**config.mk**
```make
export PLATFORM = sky130hd
export DESIGN_NAME = vend_fsm_multi
export DESIGN_NICKNAME = d
export VERILOG_FILES = /design/src/rtl/vend_pkg.sv /design/src/rtl/vend_stock.sv /design/src/rtl/vend_fsm_multi.sv
export SDC_FILE = /design/constraint.sdc
export NUM_CORES = 1
export LEC_CHECK = 0
export CAP_MARGIN = 20
export CORE_UTILIZATION = 27
export CTS_CLUSTER_SIZE = 8
export DETAILED_ROUTE_END_ITERATION = 10
export SLEW_MARGIN = 0
export SYNTH_ARGS = -nofsm -noshare
export SYNTH_HDL_FRONTEND = slang
export SYNTH_HIERARCHICAL = 1
export SYNTH_SLANG_ARGS = --single-unit
```
**constraint.sdc**
```tcl
create_clock -name clk -period 4.8 [get_ports clk]
set_input_delay 0.72 -clock clk [delete_from_list [all_inputs] [get_ports clk]]
set_output_delay 0.72 -clock clk [all_outputs]
set_load 0.01 [all_outputs]
```
**src/rtl/vend_pkg.sv**
```systemverilog
// vend_pkg: shared state encoding, default price table and price lookup for the vending block
//   state_t   : IDLE / CREDIT / VEND / REFUND
//   price_of  : extracts entry idx of width w from a flattened price table
package vend_pkg;
    typedef enum logic [1:0] {IDLE, CREDIT, VEND, REFUND} state_t;
    localparam logic [31:0] DEF_PRICES = {8'd12, 8'd10, 8'd7, 8'd5};
    localparam int MAX_TBL_W = 1024;
    function automatic logic [31:0] price_of(input logic [MAX_TBL_W-1:0] tbl, input int idx, input int w);
        return 32'((tbl >> (idx * w)) & ((MAX_TBL_W'(1) << w) - MAX_TBL_W'(1)));
    endfunction
endpackage

```
**src/rtl/vend_stock.sv**
```systemverilog
// vend_stock: per-item saturating stock counters with restock and vend decrement
//   clk, reset (async active-low)
//   restock_valid/restock_item/restock_qty : add units to one item
//   dec_valid/dec_item                     : remove one unit from one item
//   stock                                  : flattened counters, item i at [i*STOCK_W +: STOCK_W]
module vend_stock #(
    parameter int NUM_ITEMS  = 4,
    parameter int ITEM_W     = 2,
    parameter int STOCK_W    = 4,
    parameter int INIT_STOCK = 3
)(
    input  logic                         clk,
    input  logic                         reset,
    input  logic                         restock_valid,
    input  logic [ITEM_W-1:0]            restock_item,
    input  logic [STOCK_W-1:0]           restock_qty,
    input  logic                         dec_valid,
    input  logic [ITEM_W-1:0]            dec_item,
    output logic [NUM_ITEMS*STOCK_W-1:0] stock
);
    localparam logic [STOCK_W-1:0] MAX = '1;
    logic [NUM_ITEMS*STOCK_W-1:0] nxt;
    // One extra bit so restock and decrement combine before saturating
    function automatic logic [STOCK_W-1:0] sat_upd(input logic [STOCK_W-1:0] s, input logic [STOCK_W-1:0] add, input logic sub);
        logic [STOCK_W:0] t;
        t = {1'b0, s} + {1'b0, add} - {{STOCK_W{1'b0}}, sub};
        return t > {1'b0, MAX} ? MAX : t[STOCK_W-1:0];
    endfunction
    always_comb begin
        nxt = stock;
        for (int k = 0; k < NUM_ITEMS; k++)
            nxt[k*STOCK_W +: STOCK_W] = sat_upd(stock[k*STOCK_W +: STOCK_W],
                (restock_valid && int'(restock_item) == k) ? restock_qty : '0,
                dec_valid && int'(dec_item) == k);
    end
    always_ff @(posedge clk or negedge reset)
        if (!reset) stock <= {NUM_ITEMS{STOCK_W'(INIT_STOCK)}};
        else stock <= nxt;
endmodule

```
**src/rtl/vend_fsm_multi.sv**
```systemverilog
// vend_fsm_multi: multi-coin vending controller with price table, stock and timeout refund
//   clk, reset (async active-low)
//   coin_valid/coin_value      : coin insertion
//   sel_valid/sel_item, cancel : keypad
//   restock_*                  : stock top-up
//   dispense/dispense_item, change_valid/change_amount : actuator pulses
//   credit, busy, coin_reject, err_funds, err_sold_out : status
module vend_fsm_multi
    import vend_pkg::*;
#(
    parameter int AMT_W       = 8,
    parameter int NUM_ITEMS   = 4,
    parameter int ITEM_W      = $clog2(NUM_ITEMS),
    parameter int STOCK_W     = 4,
    parameter int INIT_STOCK  = 3,
    parameter logic [NUM_ITEMS*AMT_W-1:0] PRICES = DEF_PRICES,
    parameter int TIMEOUT_CYC = 16
)(
    input  logic               clk,
    input  logic               reset,
    input  logic               coin_valid,
    input  logic [AMT_W-1:0]   coin_value,
    input  logic               sel_valid,
    input  logic [ITEM_W-1:0]  sel_item,
    input  logic               cancel,
    input  logic               restock_valid,
    input  logic [ITEM_W-1:0]  restock_item,
    input  logic [STOCK_W-1:0] restock_qty,
    output logic               dispense,
    output logic [ITEM_W-1:0]  dispense_item,
    output logic               change_valid,
    output logic [AMT_W-1:0]   change_amount,
    output logic [AMT_W-1:0]   credit,
    output logic               busy,
    output logic               coin_reject,
    output logic               err_funds,
    output logic               err_sold_out
);
    localparam int TMR_W = $clog2(TIMEOUT_CYC);
    state_t state;
    logic [TMR_W-1:0] tmr;
    logic [NUM_ITEMS*STOCK_W-1:0] stock;
    logic [AMT_W:0] sum;
    logic [AMT_W-1:0] price;
    logic [STOCK_W-1:0] sel_stock;
    logic coin_in, accept, in_range, sold_out, short_funds, vend, refund;
    assign coin_in     = coin_valid && coin_value != '0;
    assign sum         = {1'b0, credit} + {1'b0, coin_value};
    assign accept      = coin_in && !sum[AMT_W];
    assign in_range    = int'(sel_item) < NUM_ITEMS;
    assign price       = AMT_W'(price_of(MAX_TBL_W'(PRICES), int'(sel_item), AMT_W));
    assign sel_stock   = in_range ? stock[int'(sel_item)*STOCK_W +: STOCK_W] : '0;
    assign sold_out    = sel_stock == '0;
    assign short_funds = credit < price;
    assign vend        = !cancel && sel_valid && !sold_out && !short_funds;
    // Timeout only fires on a cycle with no activity that would clear the counter
    assign refund      = cancel || (!sel_valid && !accept && tmr == TMR_W'(TIMEOUT_CYC - 1));
    // The latched item (dispense_item) drives the decrement during the VEND cycle
    vend_stock #(
        .NUM_ITEMS(NUM_ITEMS), .ITEM_W(ITEM_W), .STOCK_W(STOCK_W), .INIT_STOCK(INIT_STOCK)
    ) u_stock (
        .clk(clk), .reset(reset),
        .restock_valid(restock_valid), .restock_item(restock_item), .restock_qty(restock_qty),
        .dec_valid(state == VEND), .dec_item(dispense_item),
        .stock(stock)
    );
    always_ff @(posedge clk or negedge reset) begin
        if (!reset) begin
            state         <= IDLE;
            tmr           <= '0;
            credit        <= '0;
            dispense      <= 1'b0;
            dispense_item <= '0;
            change_valid  <= 1'b0;
            change_amount <= '0;
            busy          <= 1'b0;
            coin_reject   <= 1'b0;
            err_funds     <= 1'b0;
            err_sold_out  <= 1'b0;
        end else begin
            dispense      <= 1'b0;
            change_valid  <= 1'b0;
            change_amount <= '0;
            busy          <= 1'b0;
            coin_reject   <= 1'b0;
            err_funds     <= 1'b0;
            err_sold_out  <= 1'b0;
            case (state)
                IDLE: begin
                    err_funds <= sel_valid;
                    if (coin_in) begin
                        credit <= coin_value;
                        tmr    <= '0;
                        state  <= CREDIT;
                    end
                end
                CREDIT: begin
                    if (refund || vend) begin
                        state         <= vend ? VEND : REFUND;
                        busy          <= 1'b1;
                        dispense      <= vend;
                        change_valid  <= 1'b1;
                        change_amount <= vend ? credit - price : credit;
                        credit        <= '0;
                        coin_reject   <= coin_in;
                        if (vend) dispense_item <= sel_item;
                    end else begin
                        err_sold_out <= sel_valid && sold_out;
                        err_funds    <= sel_valid && !sold_out && short_funds;
                        coin_reject  <= coin_in && !accept;
                        if (accept) credit <= sum[AMT_W-1:0];
                        tmr <= (sel_valid || accept) ? '0 : tmr + 1'b1;
                    end
                end
                default: begin
                    coin_reject <= coin_in;
                    state       <= IDLE;
                end
            endcase
        end
    end
endmodule
```
# Yosys cells after proc, flatten, opt, wreduce, memory -nomap -nowiden
# Cells that the tools add are included.
# classes
add_sub_neg	11
order_cmp	5
n_eq_ne	13
shifts	2
n_mux	33
n_reduce_logical	38
# op_table
op	n
$mux 8	6
$mux 4	11
$shr 28x5->8 const A	1
$add 4x4->5	4
$gt 5x4->1 const B	4
$sub 5x1->5	4
$logic_and 1x1->1	19
$pmux 8 s2	1
$shiftx 16x5->4	1
$eq 2x2->1 const B	5
$add 8x8->9	1
$mux 1	9
$reduce_and 3->1	3
$lt 8x8->1	1
$pmux 4 s2	1
$reduce_bool 8->1	1
$sub 8x8->8	1
$eq 2x1->1 const B	3
$logic_not 1->1	6
$logic_not 2->1	3
$ne 2x2->1 const B	3
$add 4x1->4 const B	1
$eq 4x4->1 const B	1
$logic_not 4->1	1
7 further kinds	11
# totals
reg_bits	45
output_inout_bits	24
word_cells	113

# Logic depth before layout (Yosys ltp)
# depth
depth_word	10
ltp_mapped	12

# By module
# The synthesis kept the hierarchy.
# by_module_without_submodules
mod	instances	cells_per_inst	area_each_um2	seq_area_each_um2
vend_fsm_multi	1	211	2018.2	725.7
vend_stock	1	170	1635.3	410.4

# Worst setup path after synthesis
# No wires, ideal clock.
# synth_timing
path_type	input port to flip-flop
startpoint	input port sel_item[0]
endpoint	register tmr[3]
t_arrival_ns	2.722
slack_ns	1.954
path_stages	9
path_buffers	0
cell_sequence	inv_1 -> ha_1 -> fa_1 -> a21o_1 -> a211oi_4 -> a211o_4 -> o311ai_4 -> a21o_1 -> a211o_1
# synth_between
elab_chain_cells	8
elab_cells_between_ends	11
# synth_lines
element	line_no	source
from (decl)	vend_fsm_multi.sv:24	input logic [ITEM_W-1:0] sel_item,
parallel branches: the longest is 4 deep, another holds $lt 8x8->1	-	
$logic_and 1x1->1 (*)	vend_fsm_multi.sv:55	assign vend = !cancel && sel_valid && !sold_out && !short_funds;
$logic_or 1x1->1 (*)	vend_fsm_multi.sv:98	if (refund || vend) begin
$ne 2x2->1 (no source line) (*)	-	
$reduce_and 3->1 (no source line) (*)	-	
to (signal assigned)	vend_fsm_multi.sv:112	tmr <= (sel_valid || accept) ? '0 : tmr + 1'b1;
to (decl)	vend_fsm_multi.sv:41	logic [TMR_W-1:0] tmr;
# Mark *: on every way between the ends.
# A chain may end at the register's enable or synchronous reset.

# Worst setup path after layout
# layout_timing
startpoint	input port sel_item[0]
endpoint	register credit[1]
# layout_between
elab_chain_cells	8
elab_cells_between_ends	13
# layout_lines
element	line_no	source
parallel branches: the longest is 4 deep, another holds $lt 8x8->1	-	
$logic_and 1x1->1 (*)	vend_fsm_multi.sv:55	
$logic_or 1x1->1 (*)	vend_fsm_multi.sv:98	
$ne 3x3->1 (no source line) or $mux 8 (tied branches)	-	
$reduce_and 3->1 (no source line) or $pmux 8 s2 (tied branches)	-	
to (signal assigned)	vend_fsm_multi.sv:92	credit <= coin_value;
to (signal assigned)	vend_fsm_multi.sv:111	if (accept) credit <= sum[AMT_W-1:0];
to (decl)	vend_fsm_multi.sv:33	output logic [AMT_W-1:0] credit,
# Marked as above.

==> results list <==
- 46 I/O pins were placed.
- In the global route stage, met3 resource usage came out at under 10%.
- After clock tree synthesis, the clock-pin slew on the worst setup and hold paths is around 0.07 ns.
- TritonCTS built the clock tree.
- The number of max-slew violations in the final report came to 0.
- Global routing finished with a remaining overflow of 0.
- The worst setup path is of the in2reg kind.
- No sink is reached through more buffers than the 2 on the longest clock path.
- Diodes inserted: 0
- Net Switching: between 1 and 1.5 mW
- Worst Skew: approximately 0.0099 ns
- Clock buffer count from CTS: 5
- Maximum number of pins on one net before global-route repair: between 40 and 50
- In this run the register-to-register setup slack is 1.88 ns.
- Of all nets on the critical path, the largest fanout is 11.
- Internal power: roughly 1.5 mW
- Share of the synthesized area in the top cell type: ~25%
- The detailed router placed about 2.8k vias in this run.
- Stage delay of the slowest cell on the critical path: approximately 0.58 ns
- Summing all multi-input logic gate instances after layout gives 2260 um2.
- Cells with a size suffix above 1 make up 14.49% of the layout.
- Cell area after synthesis: 3654 um2
- The number of failing hold endpoints at the final stage was 0.
* Synth Flop Type: dfrtp_1
- Largest vdd supply drop: ~0.14 mV
- Core box area: 13,240 um2
- In this run, post-CTS hold repair placed 0 buffers.
* Kind of cell with the highest combined delay on the critical path: compound AO/OA/AOI/OAI gates
* Sw Ratio: 41.55%
- Met1 Resource Use GR: about 16%
- Cells fill 33.77% of the core in the end.
* Global-route layer with the greatest usage: met2
- For this design, the slowest cell found on the critical path is clkdlybuf4s50_1.
- CTS root buffer: clkbuf_16
* Portion of the post-synthesis area used by sequential elements: between 30% and 40%
* Detailed-placement wirelength estimate: between 6000 and 7000 um
- Synthesized netlist net count: between 400 and 500
- Class of the worst hold path: in2async
- Based on the critical path, the design can be clocked at up to roughly 280 MHz.
- Wire length of the first global-routing pass: ~14,000 um
* Vias in the first global route: about 3.0k
- Global-route usage over all layers: 12.62%
* Number of vias per cell: between 4 and 5
- Register cell area after layout: about 1100 um2
- Synthesis produced between 300 and 400 cells.
- The floorplan has between 40 and 50 rows.
- The floorplan step defined a die boundary enclosing 14,000 um2.
- Outcome: finished, final reports clean
- The endpoint identified for the worst register-to-register timing path is credit[1].
- Vertical die dimension: roughly 120 um
- Cell area reported after detailed placement: between 4000 and 5000 um2
* Number of flops mapped to enable cells by yosys: 0
* Area growth from synthesis to final layout: 22.40%
* Final Cycle Share: 75.56%
* Reg2Reg Launch Point: credit[0]
* Most used standard cell by instance count after synthesis: inv_1
- Of the total power, combinational logic draws approximately 58%.
- For this block, the routed nets add up to about 8400 um of wire.
* Number of buffer and inverter instances along the worst setup path: 3
- Routed length per placed instance: ~14 um
- Relative slew slack: 61.21%
- Clock network fraction of total power: around 16%
- The first detailed-routing pass ran for 5 iterations.
- Number of H-tree branching levels: 2
* Worst-skew pair later-pin latency: roughly 0.29 ns
- CP Capture Type: register
* Post-cts sizing count: 0
- Fin crit period: 3.627 ns
- DRC violation total after the first TritonRoute iteration: approximately 190
- Sequential cells account for ~27% of the total power.
- # fillers: between 1k and 1.5k
* Worst path cell trace: clkdlybuf4s50_1 -> inv_1 -> ha_1 -> fa_1 -> a21o_1 -> a211oi_4 -> a211o_4 -> o31ai_1 -> o21ai_2 -> inv_2 -> a311oi_2
- Final setup fails: 0
- Dividing the synthesized area by the synthesized cell count gives approximately 9.6 um2.
- After detailed routing, the number of remaining DRC violations is 0.
* Actual transition at the worst max-transition pin: between 0.5 and 0.6 ns
- The finished cells cover 4472 um2.
* Die W: between 100 and 150 um
- Fraction of met2 tracks used by global routing: between 20 and 25%
* IO Port Bufs: 45
- After routing, the total negative slack on setup checks comes to 0 ns.
- Setup Buffers After CTS: 0
- Data on the critical path is required at its endpoint by about 5.0 ns.
- Final #Nets: around 500
- In the synthesized netlist, the cells that appear most often are inv_1, ha_1, dfrtp_1, nand3_1, nand2_1.
- Number of flip-flops and latches in the synthesized netlist: 45
- Arrival time at the worst endpoint: 3.83 ns
- Post-synth top area cell: dfrtp_1
* Initial antenna violation count: 0
- The initial utilization of the core area, before any placement, comes to between 20% and 30%.
- The synthesized netlist contains 70 unique library cells.
- Number of nets with antenna violations after detailed routing: 0
* Number of cells on the worst reg-to-reg path: 11
- FFs w/ async S/R, synth: between 90% and 100%
- Leakage power figure: approximately 2.1 nW
* Max-capacitance violation count: 0
* Weighted congestion at the end of routability-driven global placement: between 0.8 and 0.9
* Sinks on the clock net: 45
- Setup repair after global routing left no endpoint under its margin.
- Startpoint type of the worst setup path: input port
- Number of warnings printed during yosys synthesis: 6
- Pwr per Cell Area: between 500 and 600 nW/um2
* Largest cells by area after synthesis: dfrtp_1, ha_1, dfstp_2
==> worst max-delay path by stage <==
| stage | from | endpoint | depth (start not counted) |
|---|---|---|---|
| floorplan | sel_item[0] | tmr[3] | 9 |
| global placement | sel_item[0] | credit[1] | 11 |
| detailed placement | sel_item[0] | credit[1] | 11 |
| CTS | sel_item[0] | credit[1] | 11 |
| global route | sel_item[0] | credit[1] | 11 |
| finish | sel_item[0] | credit[1] | 11 |
==> logic make-up after synthesis <==
group                    Yosys count  share of synthesized area, %
buffers and inverters             64                         7.054
AND/OR/NAND/NOR                  121                         19.55
AO/OA/AOI/OAI                     83                         19.35
XOR/XNOR                          14                         3.356
flip-flops                        45                         31.10
adder cells (fa/ha/maj)           52                         19.04
multiplexers                       2                        0.5480
==> registers in the layout, indices dropped and copies added (netlist names) <==
register	count
err_sold_out	1
tmr	4
u_stock/stock	16
state	2
dispense	1
credit	8
coin_reject	1
dispense_item	2
busy	1
err_funds	1
change_amount	8
==> through the flow <==
stage	setup WS, ns	std cells	power [mW]	hold WS [ns]
floorplan	1.954	381	1.702	0.4244
global placement	0.9150	594	2.083	0.4955
detailed placement	0.8593	594	2.124	0.5145
CTS	1.153	602	2.527	0.5234
global route	0.9604	604	2.720	0.4516
finish	1.173	604	2.510	0.4156
==> power groups by stage <==
stage / logic (mW) / registers (mW) / clock network [mW]
final: 1.45 / 0.672 / 0.390
after global routing: 1.61 / 0.693 / 0.416
after CTS: 1.45 / 0.673 / 0.401
after detailed placement: 1.45 / 0.679 / 0
after global placement: 1.41 / 0.677 / 0
after floorplan: 1.05 / 0.654 / 0
==> layer usage <==
metal | vias to the layer above | routed length [um]
met5 | - | 0
met4 | 0 | 176
met3 | 12 | 208
met2 | 51 | 4192
met1 | 1343 | 3829
li1 | 1436 | -
==> layout make-up <==
class	instances	share of cell area [%]
multi-input cells	272	50.53
repair buffers	47	10.69
inverters	56	4.701
well taps	176	4.924
flip-flops and latches	45	25.41
clock inverters	2	0.8674
clock buffers	6	2.882
==> cell usage in the layout (no fill, tap or decap), drive strengths merged, types with 10 or more instances in the layout <==
cell type,synthesis,layout
dfrtp,37,37
nor2,21,21
nand3,28,28
nand2,21,21
a21oi,16,16
ha,46,46
o21ai,14,14
o21bai,10,10
clkdlybuf4s50,0,44
inv,56,56
Power figures use the tool's default switching activity.
